File: src/rtl/alu_pkg.sv
// alu_pkg: shared types and constants for the multi-cycle ALU datapath.
//   opcode_e : 4-bit operation encoding (11..15 reserved)
//   state_e  : control FSM states
//   FLG_*    : bit positions inside the 4-bit {V,C,N,Z} flags vector
package alu_pkg;

    typedef enum logic [3:0] {
        OP_ADD = 4'd0,
        OP_SUB = 4'd1,
        OP_AND = 4'd2,
        OP_OR  = 4'd3,
        OP_XOR = 4'd4,
        OP_NOT = 4'd5,
        OP_SHL = 4'd6,
        OP_SHR = 4'd7,
        OP_INC = 4'd8,
        OP_DEC = 4'd9,
        OP_MUL = 4'd10
    } opcode_e;

    typedef enum logic [1:0] {
        ST_IDLE = 2'd0,
        ST_EXEC = 2'd1,
        ST_MUL  = 2'd2,
        ST_DONE = 2'd3
    } state_e;

    localparam int FLG_Z = 0;
    localparam int FLG_N = 1;
    localparam int FLG_C = 2;
    localparam int FLG_V = 3;

endpackage

File: src/rtl/alu_mul_seq.sv
// alu_mul_seq: unsigned shift-add multiplier, one partial product per clock.
//   clk, rst_n : clock, asynchronous active-low reset
//   start      : load a/b and perform the first (bit 0) iteration this edge
//   a, b       : operands, sampled only on start
//   done       : high from the edge after the last iteration until next start
//   prod       : full 2*WIDTH-bit product, final while done is high
// Iterations run on the start edge plus WIDTH-1 further edges, so done
// rises WIDTH-1 edges after start.
module alu_mul_seq #(
    parameter int WIDTH = 8
) (
    input  logic                 clk,
    input  logic                 rst_n,
    input  logic                 start,
    input  logic [WIDTH-1:0]     a,
    input  logic [WIDTH-1:0]     b,
    output logic                 done,
    output logic [2*WIDTH-1:0]   prod
);

    localparam int CW = $clog2(WIDTH);

    logic [2*WIDTH-1:0] mcand;
    logic [WIDTH-1:0]   mplier;
    logic [CW-1:0]      cnt;
    logic               running;

    always_ff @(posedge clk or negedge rst_n) begin
        if (!rst_n) begin
            prod    <= '0;
            mcand   <= '0;
            mplier  <= '0;
            cnt     <= '0;
            running <= 1'b0;
            done    <= 1'b0;
        end else if (start) begin
            // Bit 0 is folded into the load so the whole product takes WIDTH edges.
            prod    <= b[0] ? {{WIDTH{1'b0}}, a} : '0;
            mcand   <= {{(WIDTH-1){1'b0}}, a, 1'b0};
            mplier  <= b >> 1;
            cnt     <= CW'(1);
            running <= 1'b1;
            done    <= 1'b0;
        end else if (running) begin
            if (mplier[0]) begin
                prod <= prod + mcand;
            end
            mcand  <= mcand << 1;
            mplier <= mplier >> 1;
            if (cnt == CW'(WIDTH-1)) begin
                running <= 1'b0;
                done    <= 1'b1;
            end else begin
                cnt <= cnt + CW'(1);
            end
        end
    end

endmodule

File: src/rtl/alu_datapath_mc.sv
// alu_datapath_mc: multi-cycle ALU datapath with A/B operand registers,
// registered result and {V,C,N,Z} flags.
//   bus_in, load_a, load_b    : operand loads, honoured in every state
//   op_valid, opcode, op_ready: operation handshake
//   result_valid              : one-cycle pulse when result/flags update
//   busy                      : an operation is in flight
//   flags                     : {V,C,N,Z} of the last completed operation
//   send_result, send_a       : bus read requests (send_result wins)
//   bus_out, bus_oe           : combinational bus drive, bus_out 0 when idle
// Handshake: an operation is accepted on a rising edge where op_valid and
// op_ready are both high; opcode is sampled on that edge only. op_ready is
// high only in IDLE, and op_valid may stay high while op_ready is low
// without effect. The result appears two edges after accept (WIDTH+1 for MUL).
module alu_datapath_mc
    import alu_pkg::*;
#(
    parameter int WIDTH = 8,
    parameter int OPW   = 4
) (
    input  logic             clk,
    input  logic             rst_n,
    input  logic [WIDTH-1:0] bus_in,
    input  logic             load_a,
    input  logic             load_b,
    input  logic             op_valid,
    input  logic [OPW-1:0]   opcode,
    output logic             op_ready,
    output logic             result_valid,
    output logic             busy,
    output logic [3:0]       flags,
    input  logic             send_result,
    input  logic             send_a,
    output logic [WIDTH-1:0] bus_out,
    output logic             bus_oe
);

    localparam int MSB = WIDTH - 1;

    state_e             state;
    logic [WIDTH-1:0]   a_reg, b_reg;
    logic [WIDTH-1:0]   op_a, op_b;
    opcode_e            op_code;
    logic [WIDTH-1:0]   result;
    logic               accept;
    logic               mul_start, mul_done;
    logic [2*WIDTH-1:0] prod;

    logic [WIDTH:0]     sum;
    logic [WIDTH-1:0]   rhs, r;
    logic               c, v, rsv;
    logic [WIDTH-1:0]   res_next;
    logic [3:0]         flg_next;

    assign op_ready  = (state == ST_IDLE);
    assign busy      = (state != ST_IDLE);
    assign accept    = op_valid & op_ready;
    // Multiplier sees the pre-load A/B because loads land on this same edge.
    assign mul_start = accept && (opcode_e'(opcode) == OP_MUL);

    alu_mul_seq #(.WIDTH(WIDTH)) u_mul (
        .clk   (clk),
        .rst_n (rst_n),
        .start (mul_start),
        .a     (a_reg),
        .b     (b_reg),
        .done  (mul_done),
        .prod  (prod)
    );

    // Result/flag computation from the operand snapshot; only consumed in DONE.
    always_comb begin
        rhs = (op_code == OP_INC || op_code == OP_DEC) ? {{(WIDTH-1){1'b0}}, 1'b1} : op_b;
        sum = '0;
        r   = '0;
        c   = 1'b0;
        v   = 1'b0;
        rsv = 1'b0;
        case (op_code)
            OP_ADD, OP_INC: begin
                sum = {1'b0, op_a} + {1'b0, rhs};
                r   = sum[MSB:0];
                c   = sum[WIDTH];
                v   = (op_a[MSB] == rhs[MSB]) && (r[MSB] != op_a[MSB]);
            end
            OP_SUB, OP_DEC: begin
                sum = {1'b0, op_a} - {1'b0, rhs};
                r   = sum[MSB:0];
                c   = ~sum[WIDTH];  // carry = NOT borrow
                v   = (op_a[MSB] != rhs[MSB]) && (r[MSB] != op_a[MSB]);
            end
            OP_AND: r = op_a & op_b;
            OP_OR:  r = op_a | op_b;
            OP_XOR: r = op_a ^ op_b;
            OP_NOT: r = ~op_a;
            OP_SHL: begin
                r = {op_a[MSB-1:0], 1'b0};
                c = op_a[MSB];
            end
            OP_SHR: begin
                r = {1'b0, op_a[MSB:1]};
                c = op_a[0];
            end
            OP_MUL: begin
                r = prod[MSB:0];
                c = |prod[2*WIDTH-1:WIDTH];
                v = c;
            end
            default: rsv = 1'b1;
        endcase
        res_next        = r;
        flg_next        = '0;
        if (!rsv) begin
            flg_next[FLG_Z] = (r == '0);
            flg_next[FLG_N] = r[MSB];
            flg_next[FLG_C] = c;
            flg_next[FLG_V] = v;
        end
    end

    always_ff @(posedge clk or negedge rst_n) begin
        if (!rst_n) begin
            state        <= ST_IDLE;
            a_reg        <= '0;
            b_reg        <= '0;
            op_a         <= '0;
            op_b         <= '0;
            op_code      <= OP_ADD;
            result       <= '0;
            flags        <= '0;
            result_valid <= 1'b0;
        end else begin
            if (load_a) a_reg <= bus_in;
            if (load_b) b_reg <= bus_in;
            result_valid <= 1'b0;
            case (state)
                ST_IDLE: begin
                    if (accept) begin
                        op_a    <= a_reg;
                        op_b    <= b_reg;
                        op_code <= opcode_e'(opcode);
                        state   <= (opcode_e'(opcode) == OP_MUL) ? ST_MUL : ST_EXEC;
                    end
                end
                ST_EXEC: state <= ST_DONE;
                ST_MUL:  if (mul_done) state <= ST_DONE;
                ST_DONE: begin
                    result       <= res_next;
                    flags        <= flg_next;
                    result_valid <= 1'b1;
                    state        <= ST_IDLE;
                end
                default: state <= ST_IDLE;
            endcase
        end
    end

    assign bus_oe  = send_result | send_a;
    assign bus_out = send_result ? result : (send_a ? a_reg : '0);

endmodule

File: config.mk
export PLATFORM = sky130hd
export DESIGN_NAME = alu_datapath_mc
export DESIGN_NICKNAME = d
export VERILOG_FILES = /design/src/rtl/alu_pkg.sv /design/src/rtl/alu_mul_seq.sv /design/src/rtl/alu_datapath_mc.sv
export SDC_FILE = /design/constraint.sdc
export NUM_CORES = 1
export LEC_CHECK = 0
export CORE_ASPECT_RATIO = 1.2
export CORE_UTILIZATION = 38
export CTS_BUF_LIST = sky130_fd_sc_hd__clkbuf_4 sky130_fd_sc_hd__clkbuf_8 sky130_fd_sc_hd__clkbuf_16
export CTS_CLUSTER_DIAMETER = 60
export DETAILED_ROUTE_END_ITERATION = 10
export GPL_TIMING_DRIVEN = 0
export PLACE_DENSITY_LB_ADDON = 0.1
export SYNTH_ARGS = -nofsm -noshare
export SYNTH_HDL_FRONTEND = slang
export SYNTH_HIERARCHICAL = 1
export SYNTH_SLANG_ARGS = --single-unit
File: constraint.sdc
create_clock -name clk -period 4.5 [get_ports clk]
set_clock_uncertainty 0.1 [all_clocks]
set_input_delay 0.675 -clock clk [delete_from_list [all_inputs] [get_ports clk]]
set_output_delay 0.675 -clock clk [all_outputs]
set_load 0.005 [all_outputs]
==> out/results.tsv, run 1 <==
stage	metric	value	unit
setup_path	reg-to-reg startpoint	op_code[2]	
floorplan	chip height	144.9	um
sta	max-slew violations	0	
yosys	ys flop type	dfrtp_1	
sta	final setup TNS	0	ns
sta	count of final setup violators	0	
placement	PortBufs	32	
power_and_ir_drop	clock network fraction of total power	14.0	%
placement	Final HPWL DP	13.74	mm
setup_path	CP max-delay cell	dfrtp_1	
setup_path	Critical Path Sink	flags[0]	
sta	worst setup margin	0.4144	ns
sta	fin crit share	90.79	%
placement	pre-CTS WS	0.4826	ns
route	DRC violation count after routing	0	
setup_path	Worst Path Arrival	4.26	ns
yosys	post-synth top area share	36.37	%
route	DRT iter0 DRCs	298	
yosys	Syn Inst Count	671	
flow_run	Max-cap violations	0	
route	via count	5241	
cells_and_area	nets	791	
power_and_ir_drop	VDD IR max	0.2618	mV
power_and_ir_drop	sw power	2698	uW
clock_tree	CTS buffer count	9	
sta	Fin. Hold Viols	0	
floorplan	Core Rows	51	
yosys	Synth async-reset ratio	100.0	%
setup_path	Cell Chain, Critical Path	buf_2 > buf_2 > nor2_2 > nand2_1 > nand2_1 > ha_1 > inv_1 > fa_1 > o21bai_1 > a21oi_1 > a21oi_1 > xnor2_1 > a211oi_1 > and4_1 > a32o_1	
setup_path	R2R setup slack	0.41	ns
power_and_ir_drop	Seq pwr share	26.6	%
floorplan	core area	16460	um^2
cells_and_area	max reg flops	16	
cells_and_area	Largest Register	u_mul/prod	
cells_and_area	area grow syn2layout	14.51	%
route	DRT antenna net count	0	
route	drt first pass iters	5	
power_and_ir_drop	Comb pwr share	59.4	%
setup_path	kind of critical path	reg2reg	
yosys	count of cell types in the netlist	90	
clock_tree	hold_buf cts	0	
yosys	#FFs+latches synth	94	
floorplan	Die Wd	121.1	um
yosys	largest cells by area after synthesis	dfrtp_1, ha_1, mux2_2	
grt	total track usage	21.00	%
grt	vias in the first global route	5304	
setup_path	crit path max fanout	10	
setup_path	Worst setup EP type	flip-flop	
route	WL final	17.63	mm
sta	Rel. slew slack	44.10	%
yosys	Commonest cells post-synth	dfrtp_1, ha_1, nand2_1, nor2_1, inv_1	
clock_tree	clk_lat worst skew	0.33	ns
cells_and_area	Top Registers	u_mul/prod: 16 flops, u_mul/mcand: 15 flops	
sta	Slew @ Worst Pin	0.8368	ns
clock_tree	root buf cell	clkbuf_16	
placement	Final GP Congestion	0.8996	
clock_tree	post-CTS repair timing setup buffer count	0	
min_path	Hold WC Path Type	in2async	
yosys	count leader, synth	dfrtp_1	
clock_tree	Gates resized, CTS repair	0	
yosys	post-synthesis net count	747	
placement	placed cells	916	
route	DR WL/cell	18.92	um
sta	crit path time final	4.086	ns
yosys	Yosys Warn Count	6	
setup_path	CP startpoint kind	flip-flop	
clock_tree	htree depth	3	
sta	RSZ-0062 raised after global routing	no	
power_and_ir_drop	Int Power	3231	uW
yosys	Post-Syn Area per Cell	9.639	um^2
clock_tree	CTS sink count	94	
sta	Hold Worst Slack	0.2441	ns
setup_path	Critical Path Start	op_code[2]	
power_and_ir_drop	Sw Ratio	45.50	%
yosys	post-synthesis sequential area ratio	36.37	%
yosys	number of enable flip-flop cells after synthesis	0	
floorplan	I/O pin cnt	35	
power_and_ir_drop	pwr/cell area	800.5	nW/um^2
cells_and_area	ratio of cells with drive above 1 in the final layout	13.47	%
route	Vias/cell	5.623	
outcome	status	finished clean	
floorplan	initial core utilization	39.28	%
setup_path	worst path required time	4.67	ns
power_and_ir_drop	overall power	5928	uW
clock_tree	clock buffer depth	2	
setup_path	CP max stage delay	0.46	ns
yosys	Synth area leader	dfrtp_1	
clock_tree	clock-pin slew of the registers on the worst-case setup and hold paths	0.07	ns
setup_path	number of cells on the worst reg-to-reg path	15	
grt	first-pass GRT wire length	28.56	mm
power_and_ir_drop	Leak	0.003161	uW
clock_tree	CTS tree	built	
grt	grt total ovfl	0	
grt	largest net degree at the start of global routing	51	
cells_and_area	ANT cells	0	
yosys	mapped cell area	6467	um^2
grt	initial antenna violation count	0	
setup_path	Worst R2R End	flags[0]	
floorplan	die area	17550	um^2
cells_and_area	final cell count without fillers	932	
sta	Max Freq	244.8	MHz
-- worst min-delay path by stage --
stage                     startpoint         endpoint  slack (ns)  cells after the start
final                          rst_n  u_mul/mcand[13]        0.24                      1
after global routing           rst_n  u_mul/mcand[13]        0.29                      1
after CTS                      rst_n  u_mul/mcand[13]        0.26                      1
after detailed placement   result[2]        result[2]        0.37                      1
after global placement     result[2]        result[2]        0.37                      1
after floorplan                rst_n         a_reg[0]        0.28                      0
-- area by class of cell --
cell class                 count  area (um^2)
fill                        1605         9057
multi-input combinational    502         3777
tap                          212        265.3
inverter                      39        146.4
clock buffer                   9        225.2
sequential                    94         2352
clock inverter                 7        102.6
timing repair buffer          33        345.3
buffer                        36        191.4
-- worst max-delay path, delay by kind of cell, from the launching register on --
kind,cells,cell delay (ns)
xor+xnor,1,0.12
compound gates,5,1.16
flops,1,0.46
simple gates,4,1.11
buf+inv,3,0.50
fa+ha+maj,2,0.58
-- through the flow --
step | util (%) | cell area, um^2
after floorplan | - | 6467
after global placement | 42.84 | 7053
after detailed placement | 42.99 | 7078
after CTS | 44.98 | 7406
after global routing | 44.98 | 7406
final | 44.98 | 7406
-- logic make-up (layout without fill, tap and decap cells) --
group / Yosys count / in the layout / share of synthesized area, %
adders and majority gates: 57 / 57 / 11.38
muxes: 72 / 72 / 11.90
buffers and inverters: 75 / 124 / 5.223
DFF: 94 / 94 / 36.37
AOI/OAI and AO/OA: 163 / 163 / 17.51
and+or+nand+nor: 200 / 200 / 16.27
xor gates and xnor gates: 10 / 10 / 1.354
-- power groups by stage --
stage	combinational, uW	clock (uW)	sequential, uW
finish	3520	830	1580
global route	3900	893	1630
CTS	3500	854	1580
detailed placement	3470	0	1590
global placement	3400	0	1590
floorplan	2630	0	1440
-- layout by cell type (no fill, tap or decap), drive strengths merged, types with 11 or more instances in the layout --
master	n
inv	42
o21ai	40
nand2	54
nor2	42
nand3b	12
mux2i	33
mux2	39
clkbuf	32
buf	15
nand3	18
nand2b	14
a21oi	37
clkdlybuf4s50	31
dfrtp	94
ha	54
nor3	11
-- metal layers --
| layer | share of wire (%) | vias up | global-route usage, % |
|---|---|---|---|
| met5 | 0 | - | 0 |
| met4 | 4.0 | 0 | 10.74 |
| met3 | 2.9 | 41 | 2.201 |
| met2 | 50 | 123 | 35.77 |
| met1 | 43 | 2578 | 25.98 |
| li1 | - | 2499 | - |
No activity file was read; power rests on OpenSTA's default activity.
==> run 2: changes to the inputs <==
Settings changed: CAP_MARGIN set to 15.
==> results of run 2 <==
The final DEF is identical to that of run 1; final timing and power are the same.
==> run 3: changes to the inputs <==
Settings changed: CELL_PAD_IN_SITES_DETAIL_PLACEMENT set to 0, CELL_PAD_IN_SITES_GLOBAL_PLACEMENT set to 1.
Clock period 4.5 ns to 4.2 ns, I/O delays scaled along.
==> run 3 against run 2 <==
  * Fmax is 7.6% higher
  * Critical endpoint unchanged
  * Core utilization decreased by 0.061 points
  * Sequential share of layout area about the same
  * Via count is 2.3% lower
  * Global-route usage rose by 0.54 points
  * Worst setup slack worse by 0.013 ns
  * Worst hold slack worse by 0.083 ns
  * Wire length grew 1.7%
  * Register-to-register slack about the same
  * Power is 6.2% higher
  * Clock-buffer cell count rose by 2
  * Clock power up 1%
==> out/results.tsv, run 3 (synthesis results as in run 1) <==
stage	metric	value	unit	change
setup_path	R2R setup slack	0.40	ns	about the same
setup_path	crit path max fanout	10		unchanged
clock_tree	clk_lat worst skew	0.34	ns	about the same
sta	RSZ-0062 raised after global routing	no		
cells_and_area	Largest Register	u_mul/prod		
grt	total track usage	21.54	%	+0.54 points
sta	fin crit share	90.44	%	-0.35 points
grt	largest net degree at the start of global routing	58		+14%
power_and_ir_drop	Leak	0.003149	uW	-0.38%
cells_and_area	commonest cells after routing, fill and taps aside	dfrtp_1, nand2_1, ha_1		
sta	Hold Worst Slack	0.1612	ns	-0.08295 ns
sta	max-slew violations	0		unchanged
cells_and_area	Top Registers	u_mul/prod: 16 flops, u_mul/mcand: 15 flops		
clock_tree	root buf cell	clkbuf_16		
setup_path	reg-to-reg startpoint	op_code[2]		
route	WL final	17.94	mm	+1.7%
cells_and_area	ratio of cells with drive above 1 in the final layout	13.49	%	+0.019 points
clock_tree	clock buffer depth	2		unchanged
clock_tree	CTS sink count	94		unchanged
setup_path	Worst R2R End	flags[0]		
cells_and_area	ANT cells	0		unchanged
grt	met3 Usage GRT	2.398	%	+0.20 points
setup_path	kind of critical path	reg2reg		
grt	GRT Max-Usage Layer	met2		
sta	count of final setup violators	0		unchanged
route	DRT antenna net count	0		unchanged
floorplan	initial core utilization	39.28	%	unchanged
floorplan	Die Wd	121.1	um	unchanged
grt	grt total ovfl	0		unchanged
setup_path	CP startpoint kind	flip-flop		
floorplan	die area	17550	um^2	unchanged
grt	vias in the first global route	5246		-1.1%
setup_path	worst path required time	4.37	ns	-0.30 ns
cells_and_area	commonest non-fill, non-tap cell in the layout	dfrtp_1		
route	DR WL/cell	19.27	um	+1.8%
sta	Slew @ Worst Pin	0.8864	ns	+0.04964 ns
route	drt first pass iters	5		unchanged
route	Vias/cell	5.499		-2.2%
cells_and_area	max reg flops	16		unchanged
placement	Final GP Congestion	0.8564		-4.8%
outcome	status	finished clean		
min_path	Hold WC Path Type	in2async		
grt	initial antenna violation count	0		unchanged
cells_and_area	Filler cells	1601		-0.25%
floorplan	core area	16460	um^2	unchanged
setup_path	number of cells on the worst reg-to-reg path	15		unchanged
floorplan	chip height	144.9	um	unchanged
grt	first-pass GRT wire length	28.95	mm	+1.4%
grt	met2 Use GR	37.09	%	+1.3 points
sta	Max Freq	263.3	MHz	+7.6%
route	DRC violation count after routing	0		unchanged
setup_path	Worst setup EP type	flip-flop		
route	DRT iter0 DRCs	270		-9.4%
sta	Rel. slew slack	40.78	%	-3.3 points
clock_tree	CTS buffer count	9		unchanged
power_and_ir_drop	VDD IR max	0.3065	mV	+17%
cells_and_area	nets	791		unchanged
sta	Fin. Hold Viols	0		unchanged
setup_path	Worst Path Arrival	3.97	ns	-0.29 ns
floorplan	Core Rows	51		unchanged
placement	PortBufs	32		unchanged
flow_run	Max-cap violations	0		unchanged
floorplan	I/O pin cnt	35		unchanged
cells_and_area	area grow syn2layout	14.35	%	
sta	crit path time final	3.799	ns	-0.2870 ns
cells_and_area	final core occ	44.92	%	-0.061 points
clock_tree	post-CTS repair timing setup buffer count	0		unchanged
clock_tree	htree depth	3		unchanged
grt	grt met1 use	26.70	%	+0.73 points
clock_tree	CTS tree	built		
route	via count	5120		-2.3%
power_and_ir_drop	pwr/cell area	851.4	nW/um^2	+6.4%
placement	Final HPWL DP	14.05	mm	+2.2%
clock_tree	hold_buf cts	0		unchanged
clock_tree	clock-pin slew of the registers on the worst-case setup and hold paths	0.07	ns	about the same
-- run 3: cell count changes in the layout (fill, tap and decap cells not counted), sizes merged --
cell | previous run | this run
clkbuf | 32 | 34
inv | 42 | 40
bufinv | 2 | 1
clkinv | 2 | 1
clkinvlp | 0 | 1
-- run 3: final cells by class --
| cell class | count | area (um^2) | area share (%) |
|---|---|---|---|
| plain buffers | 36 | 191.4 | 2.588 |
| clock buffers | 11 | 252.7 | 3.417 |
| clock inverters | 4 | 55.05 | 0.7444 |
| inverters | 39 | 146.4 | 1.979 |
| multi-input cells | 502 | 3787 | 51.21 |
| flip-flops and latches | 94 | 2352 | 31.81 |
| well taps | 212 | 265.3 | 3.587 |
| repair buffers | 33 | 345.3 | 4.669 |
-- run 3: worst max-delay path by stage --
stage               start         end  slack [ns]
6_report       op_code[2]    flags[0]        0.40
5_1_grt        op_code[2]    flags[0]        0.11
4_1_cts        op_code[2]    flags[0]        0.13
3_5_place_dp   op_code[2]    flags[0]        0.16
3_3_place_gp        rst_n  op_code[1]       -1.10
2_1_floorplan  op_code[2]    flags[0]        1.02
-- run 3: critical path, stage by stage, from the launching register on --
cell	delay, ns
dfrtp_1	0.46
buf_2	0.22
buf_2	0.22
nor2_4	0.25
nand2_1	0.26
nand2_1	0.19
ha_1	0.17
inv_1	0.05
fa_1	0.39
o21bai_1	0.24
a21oi_1	0.13
a21oi_1	0.18
xnor2_1	0.11
a211oi_2	0.34
and4_1	0.24
a32o_1	0.15
-- run 3: layer usage --
metal  wire [um]  vias to the layer above
met5           0                        -
li1            -                     2500
met2        9036                       91
met4         714                        0
met1        7842                     2492
met3         344                       37
-- run 3: metrics by stage --
step                      cell area (um^2)  TNS, ns  instances  setup slack, ns  power, uW
after floorplan                       6467        0        671            1.020       4362
after global placement                7053  -102.62        915           -1.101       5376
after detailed placement              7078        0        916           0.1641       5432
after CTS                             7386        0        931           0.1271       6304
after global routing                  7396        0        931           0.1055       6850
final                                 7396        0        931           0.4014       6297
-- run 3: power breakdown --
| part | internal (uW) | leakage, uW | switching (uW) | total [uW] |
|---|---|---|---|---|
| Combinational | 1660 | 0.00189 | 2120 | 3780 |
| Sequential | 1280 | 0.00111 | 405 | 1680 |
| Clock | 494 | 0.000148 | 346 | 840 |
-- run 3: timing repair --
| item | 4_1_cts | 5_1_grt |
|---|---|---|
| endpoints found under the setup margin | 0 | 1 |
| endpoints found under the hold margin | 0 | 0 |
| gates resized for setup | 0 | 2 |
